<file path="src/rtl/mips_multicycle_ctrl.sv">
// ============================================================================
// Module : mips_multicycle_ctrl
// Brief  : Main control FSM and ALU decoder for a multicycle MIPS core.
// Rev    : 1.0  initial release
// ============================================================================
`default_nettype none

module mips_multicycle_ctrl #(
    parameter int MEM_WAIT = 0
) (
    input  logic       clk,
    input  logic       reset,
    input  logic [5:0] op,
    input  logic [5:0] funct,
    input  logic       zero,
    output logic       pcen,
    output logic       iord,
    output logic       memwrite,
    output logic       irwrite,
    output logic       regdst,
    output logic       memtoreg,
    output logic       regwrite,
    output logic       alusrca,
    output logic [1:0] alusrcb,
    output logic [1:0] pcsrc,
    output logic [2:0] alucontrol,
    output logic       illegal_op,
    output logic [3:0] state_dbg
);

    localparam logic [3:0] c_S_FETCH   = 4'd0;
    localparam logic [3:0] c_S_DECODE  = 4'd1;
    localparam logic [3:0] c_S_MEMADR  = 4'd2;
    localparam logic [3:0] c_S_MEMRD   = 4'd3;
    localparam logic [3:0] c_S_MEMWB   = 4'd4;
    localparam logic [3:0] c_S_MEMWR   = 4'd5;
    localparam logic [3:0] c_S_RTYPEEX = 4'd6;
    localparam logic [3:0] c_S_RTYPEWB = 4'd7;
    localparam logic [3:0] c_S_BEQEX   = 4'd8;
    localparam logic [3:0] c_S_ADDIEX  = 4'd9;
    localparam logic [3:0] c_S_ADDIWB  = 4'd10;
    localparam logic [3:0] c_S_JEX     = 4'd11;

    localparam logic [5:0] c_OP_LW    = 6'b100011;
    localparam logic [5:0] c_OP_SW    = 6'b101011;
    localparam logic [5:0] c_OP_RTYPE = 6'b000000;
    localparam logic [5:0] c_OP_BEQ   = 6'b000100;
    localparam logic [5:0] c_OP_ADDI  = 6'b001000;
    localparam logic [5:0] c_OP_J     = 6'b000010;

    localparam logic [3:0] c_WAIT = MEM_WAIT[3:0];

    logic [3:0] r_state;
    logic [3:0] r_wait;
    logic [3:0] w_next;
    logic       w_memstate;
    logic       w_last;
    logic       w_illegal;
    logic       w_pcwrite;
    logic       w_branch;
    logic [1:0] w_aluop;
    logic       w_irwrite;
    logic       w_memwrite;
    logic       w_regwrite;

    assign w_memstate = (r_state == c_S_FETCH) || (r_state == c_S_MEMRD) ||
                        (r_state == c_S_MEMWR);
    // Non-memory states always complete in one cycle.
    assign w_last     = !w_memstate || (r_wait == c_WAIT);

    always_ff @(posedge clk) begin
        if (reset) begin
            r_state <= c_S_FETCH;
            r_wait  <= 4'd0;
        end else if (w_last) begin
            r_state <= w_next;
            r_wait  <= 4'd0;
        end else begin
            r_wait  <= r_wait + 4'd1;
        end
    end

    always_comb begin
        w_next    = c_S_FETCH;
        w_illegal = 1'b0;
        case (r_state)
            c_S_FETCH:   w_next = c_S_DECODE;
            c_S_DECODE: begin
                case (op)
                    c_OP_LW, c_OP_SW: w_next = c_S_MEMADR;
                    c_OP_RTYPE:       w_next = c_S_RTYPEEX;
                    c_OP_BEQ:         w_next = c_S_BEQEX;
                    c_OP_ADDI:        w_next = c_S_ADDIEX;
                    c_OP_J:           w_next = c_S_JEX;
                    default: begin
                        w_next    = c_S_FETCH;
                        w_illegal = 1'b1;
                    end
                endcase
            end
            c_S_MEMADR:  w_next = (op == c_OP_SW) ? c_S_MEMWR : c_S_MEMRD;
            c_S_MEMRD:   w_next = c_S_MEMWB;
            c_S_RTYPEEX: w_next = c_S_RTYPEWB;
            c_S_ADDIEX:  w_next = c_S_ADDIWB;
            default:     w_next = c_S_FETCH;
        endcase
    end

    always_comb begin
        w_pcwrite  = 1'b0;
        w_branch   = 1'b0;
        w_aluop    = 2'b00;
        w_irwrite  = 1'b0;
        w_memwrite = 1'b0;
        w_regwrite = 1'b0;
        iord       = 1'b0;
        regdst     = 1'b0;
        memtoreg   = 1'b0;
        alusrca    = 1'b0;
        alusrcb    = 2'b00;
        pcsrc      = 2'b00;
        case (r_state)
            c_S_FETCH: begin
                w_irwrite = w_last;
                w_pcwrite = w_last;
                alusrcb   = 2'b01;
            end
            c_S_DECODE:  alusrcb = 2'b11;
            c_S_MEMADR: begin
                alusrca = 1'b1;
                alusrcb = 2'b10;
            end
            c_S_MEMRD:   iord = 1'b1;
            c_S_MEMWR: begin
                iord       = 1'b1;
                w_memwrite = w_last;
            end
            c_S_MEMWB: begin
                memtoreg   = 1'b1;
                w_regwrite = 1'b1;
            end
            c_S_RTYPEEX: begin
                alusrca = 1'b1;
                w_aluop = 2'b10;
            end
            c_S_RTYPEWB: begin
                regdst     = 1'b1;
                w_regwrite = 1'b1;
            end
            c_S_BEQEX: begin
                alusrca  = 1'b1;
                w_aluop  = 2'b01;
                pcsrc    = 2'b01;
                w_branch = 1'b1;
            end
            c_S_ADDIEX: begin
                alusrca = 1'b1;
                alusrcb = 2'b10;
            end
            c_S_ADDIWB:  w_regwrite = 1'b1;
            c_S_JEX: begin
                pcsrc     = 2'b10;
                w_pcwrite = 1'b1;
            end
            default: ;
        endcase
    end

    always_comb begin
        alucontrol = 3'b010;
        case (w_aluop)
            2'b00: alucontrol = 3'b010;
            2'b01: alucontrol = 3'b110;
            default: begin
                case (funct)
                    6'b100000: alucontrol = 3'b010;
                    6'b100010: alucontrol = 3'b110;
                    6'b100100: alucontrol = 3'b000;
                    6'b100101: alucontrol = 3'b001;
                    6'b101010: alucontrol = 3'b111;
                    default:   alucontrol = 3'b010;
                endcase
            end
        endcase
    end

    // Strobes are suppressed while reset is asserted so an abandoned instruction writes nothing.
    assign pcen       = (w_pcwrite | (w_branch & zero)) & ~reset;
    assign irwrite    = w_irwrite  & ~reset;
    assign memwrite   = w_memwrite & ~reset;
    assign regwrite   = w_regwrite & ~reset;
    assign illegal_op = w_illegal  & ~reset;
    assign state_dbg  = r_state;

endmodule

`default_nettype wire

</file>
<file path="config.mk">
export PLATFORM = sky130hd
export DESIGN_NAME = mips_multicycle_ctrl
export DESIGN_NICKNAME = d
export VERILOG_FILES = /design/src/rtl/mips_multicycle_ctrl.sv
export SDC_FILE = /design/constraint.sdc
export NUM_CORES = 1
export LEC_CHECK = 0
export CAP_MARGIN = 0
export CELL_PAD_IN_SITES_DETAIL_PLACEMENT = 1
export CELL_PAD_IN_SITES_GLOBAL_PLACEMENT = 2
export CORE_UTILIZATION = 19
export DETAILED_ROUTE_END_ITERATION = 7
export GPL_TIMING_DRIVEN = 1
export PLACE_DENSITY = 0.8
export SLEW_MARGIN = 20
export SYNTH_ARGS = -nofsm -noshare
export SYNTH_HDL_FRONTEND = slang
export SYNTH_SLANG_ARGS = --single-unit
</file>
<file path="constraint.sdc">
create_clock -name clk -period 2.35 [get_ports clk]
set_input_delay 0.47 -clock clk [delete_from_list [all_inputs] [get_ports clk]]
set_output_delay 0.47 -clock clk [all_outputs]
set_load 0.05 [all_outputs]
</file>
==> run summary <==
OUTCOME
----------------------------------------------------------------------------------------
Outcome ................................................................... finished with violations
Violated checks ........................................................... setup timing

CTS
----------------------------------------------------------------------------------------
Clock Sink Count ..........................................................            8
Number of setup buffers added after CTS ...................................            0
Clock transition at the registers of the reported paths ...................      0.04 ns
H-tree Lvls ...............................................................            1
Clock latency reported for the late side of the worst-skew pair ...........      0.24 ns
CTS Buf Count .............................................................            3
Clock tree from TritonCTS .................................................          yes
Clock root buffer .........................................................     clkbuf_8
Worst-case clock buffer depth .............................................            2

FINISH
----------------------------------------------------------------------------------------
Filler Cells Inserted .....................................................          415
Finished Cell Area ........................................................  0.00135 mm²
P&R area growth vs syn ....................................................        91.7%
ANT cells .................................................................            0
Post-route core utilization ...............................................        39.3%
Number of cells in the finished layout apart from fillers .................          186
Register cell area after layout ...........................................      163 µm²
Number of nets in the finished design .....................................          159
Area occupied by multi-input gates ........................................      576 µm²
Ratio of cells with drive above 1 in the final layout .....................        30.0%

CRITICAL PATH
----------------------------------------------------------------------------------------
Startpoint class of the critical path .....................................     register
Worst Path Class, Setup ................................................... register to primary output
Cell chain of the critical path ........................................... inv_1, ha_1, or3b_4, or4_4, a211oi_4, buf_12
Required time of the critical path ........................................      1.88 ns
Max Fanout on Critical Path ...............................................            4
Cell with the largest stage delay on the worst path .......................        or4_4
Arrival @ worst endpoint ..................................................      2.01 ns
Worst R2R Setup Slack .....................................................      0.60 ns
Largest stage delay on the critical path ..................................      0.44 ns
Setup crit end kind ....................................................... primary output

DRT
----------------------------------------------------------------------------------------
Sum of routed wire length over all layers .................................      2600 µm
Iteration-0 DRC Markers ...................................................           14
Detail-routed via count per cell ..........................................         4.76
Detailed-route DRC error count ............................................            0
Via count .................................................................          886
Number of nets still failing antenna checks after routing .................            0
Mean routed wirelength per cell ...........................................      14.0 µm
Number of search-and-repair iterations in the first detailed-routing pass .            4

PWR
----------------------------------------------------------------------------------------
Pleak .....................................................................     0.480 nW
Part of the power in the clock network ....................................        36.2%
Internal ..................................................................     0.327 mW
Proportion of total power due to net switching ............................        31.9%
Net switching power figure ................................................     0.154 mW
Sequential power share ....................................................        30.5%
Portion of total power attributed to combinational logic ..................        33.2%
Power density cells .......................................................   355 mW/mm²
Total power after layout ..................................................     0.481 mW
Peak supply drop ..........................................................     0.121 mV

FLOORPLANNING
----------------------------------------------------------------------------------------
Area of the die ...........................................................  0.00396 mm²
Die span in y .............................................................      62.9 µm
Die X .....................................................................      62.9 µm
Site Rows .................................................................           21
Boundary Pins .............................................................           35
Core region area ..........................................................  0.00344 mm²
Effective utilization at floorplan ........................................        20.5%

SYNTHESIS
----------------------------------------------------------------------------------------
Dominant cells by area after synthesis .................................... dfxtp_1, nor2_1, o21ai_0
Syn nets ..................................................................          122
Number of synthesis warnings ..............................................            0
Number of flops mapped to enable cells by yosys ...........................            0
Fraction of registers with async set or reset after synthesis .............           0%
Number of flip-flops and latches in the synthesized netlist ...............            8
Mean instance size in the synthesized netlist .............................     6.72 µm²
Biggest area consumer among synthesized cells .............................      dfxtp_1
Sequential share of the synthesized area ..................................        22.7%
Area fraction of the dominant cell type after synthesis ...................        22.7%
Number of instances in the synthesized netlist ............................          105
Unique cell type count in the Yosys netlist ...............................           37
Top flip-flop cell by instance count after synthesis ......................      dfxtp_1
Syn Std Cell Area .........................................................      706 µm²

HOLD PATH
----------------------------------------------------------------------------------------
Worst min path class ...................................................... register to register

GLOBAL ROUTE
----------------------------------------------------------------------------------------
Pin count of the biggest net entering global routing ......................           16
Antenna violations before repair ..........................................            0
Number of global-route vias before repair .................................          935
Total grt overflow ........................................................            0
Global-route wire length before repair ....................................      4420 µm
Global router's overall resource usage ....................................        14.1%

TIMING
----------------------------------------------------------------------------------------
Fin Hold WS ...............................................................     0.439 ns
Relative slew slack .......................................................        65.4%
Share of the clock period used by the worst path after layout .............         105%
Final-layout setup total negative slack ...................................    -0.127 ns
Finish-stage setup viols ..................................................            1
Worst-Margin Slew .........................................................     0.518 ns
RSZ-0062 raised after global routing ......................................          yes
Maximum operating frequency ...............................................    0.404 GHz
Largest clock skew in the final design ....................................    0.0116 ns
Final setup slack of the worst path .......................................    -0.127 ns
Final worst path period need ..............................................      2.48 ns
Final Max Tran Viols ......................................................            0
Endpoints failing hold ....................................................            0

PLACE
----------------------------------------------------------------------------------------
Placed cell count .........................................................          183
Standard cell area after detailed placement ...............................  0.00128 mm²
Number of I/O port buffers ................................................           34
HPWL after detailed placement .............................................      2070 µm
RePlAce Congestion ........................................................        0.712
Worst setup timing slack at the placement stage ...........................    0.0355 ns

JOB
----------------------------------------------------------------------------------------
Max-cap violations ........................................................            0

-- final cells by class --
class,count,share of cell area [%]
inverter,6,1.67
timing repair buffer,40,36.4
clock buffer,3,3.05
tap,46,4.26
multi-input combinational,83,42.6
sequential,8,12.0
-- worst max-delay path: cells and delay by family, from the launching register on --
kind	cells	cell delay [ns]
compound gates	1	0.26
flops	1	0.33
buf+inv	2	0.23
simple gates	2	0.82
fa+ha+maj	1	0.14
-- final timing paths --
check,to,startpoint,cells after the start
max reg2reg,state_dbg[2]$_SDFFE_PP0N_,r_wait[0]$_SDFF_PP0_,7
min,r_wait[0]$_SDFF_PP0_,r_wait[0]$_SDFF_PP0_,1
max,pcen,r_wait[0]$_SDFF_PP0_,6
min reg2reg,r_wait[0]$_SDFF_PP0_,r_wait[0]$_SDFF_PP0_,1
-- cells in the mapped netlist (3+ instances only) --
master     n
and3_1     3
clkbuf_1   5
a21oi_1    6
inv_1      6
dfxtp_1    8
o21ai_0    7
nor3_1     6
nor2_1    15
xor2_1     3
nand2_1    6
nor4_1     3
o211ai_1   3
-- power by group through the flow --
stage | sequential (mW) | clock [mW] | combinational, mW
after global placement | 0.149 | 0 | 0.152
after floorplan | 0.149 | 0 | 0.0743
after detailed placement | 0.149 | 0 | 0.155
after global routing | 0.148 | 0.184 | 0.169
after CTS | 0.147 | 0.175 | 0.158
final | 0.147 | 0.174 | 0.160
-- layer usage --
| metal | part of all wire (%) | wire length, µm | GRT usage, % |
|---|---|---|---|
| met1 | 44 | 1160 | 17.9 |
| met3 | 3.0 | 78 | 2.19 |
| met5 | 0 | 0 | 0 |
| met4 | 0.85 | 22 | 4.36 |
| met2 | 52 | 1340 | 23.9 |
-- cells in the final DEF, fill, tap and decap left out, drive strengths merged, types with 2 or more instances in the layout --
cell / n
dfxtp: 8
and2: 2
clkdlybuf4s50: 17
or2: 2
xor2: 3
clkbuf: 3
nor2: 15
o21ai: 8
buf: 23
a31oi: 2
o211ai: 3
nand2: 6
and3: 3
nor3: 6
ha: 2
nor4: 3
nand2b: 2
xnor2: 2
nor3b: 2
inv: 6
nor2b: 2
nand3: 2
a21oi: 6
-- sequential cells by signal (all words and copies together) (netlist names) --
signal / cells
r_wait: 4
state_dbg: 4
-- cells by family (layout without fill, tap and decap cells) --
group                      Yosys count  count (layout)  share of synthesized area [%]
buffers and inverters               14              49                           7.80
xor gates and xnor gates             5               5                           6.21
adders and majority gates            2               2                           3.55
DFF                                  8               8                           22.7
and+or+nand+nor                     50              50                           36.9
AOI/OAI and AO/OA                   26              26                           22.9
-- timing repair --
item | CTS | global route
endpoints found under the setup margin | 2 | 6
pin swaps | 1 | 1
gates resized for setup | 4 | 2
hold buffers | 0 | 0
(Power assumes the default switching activity.)
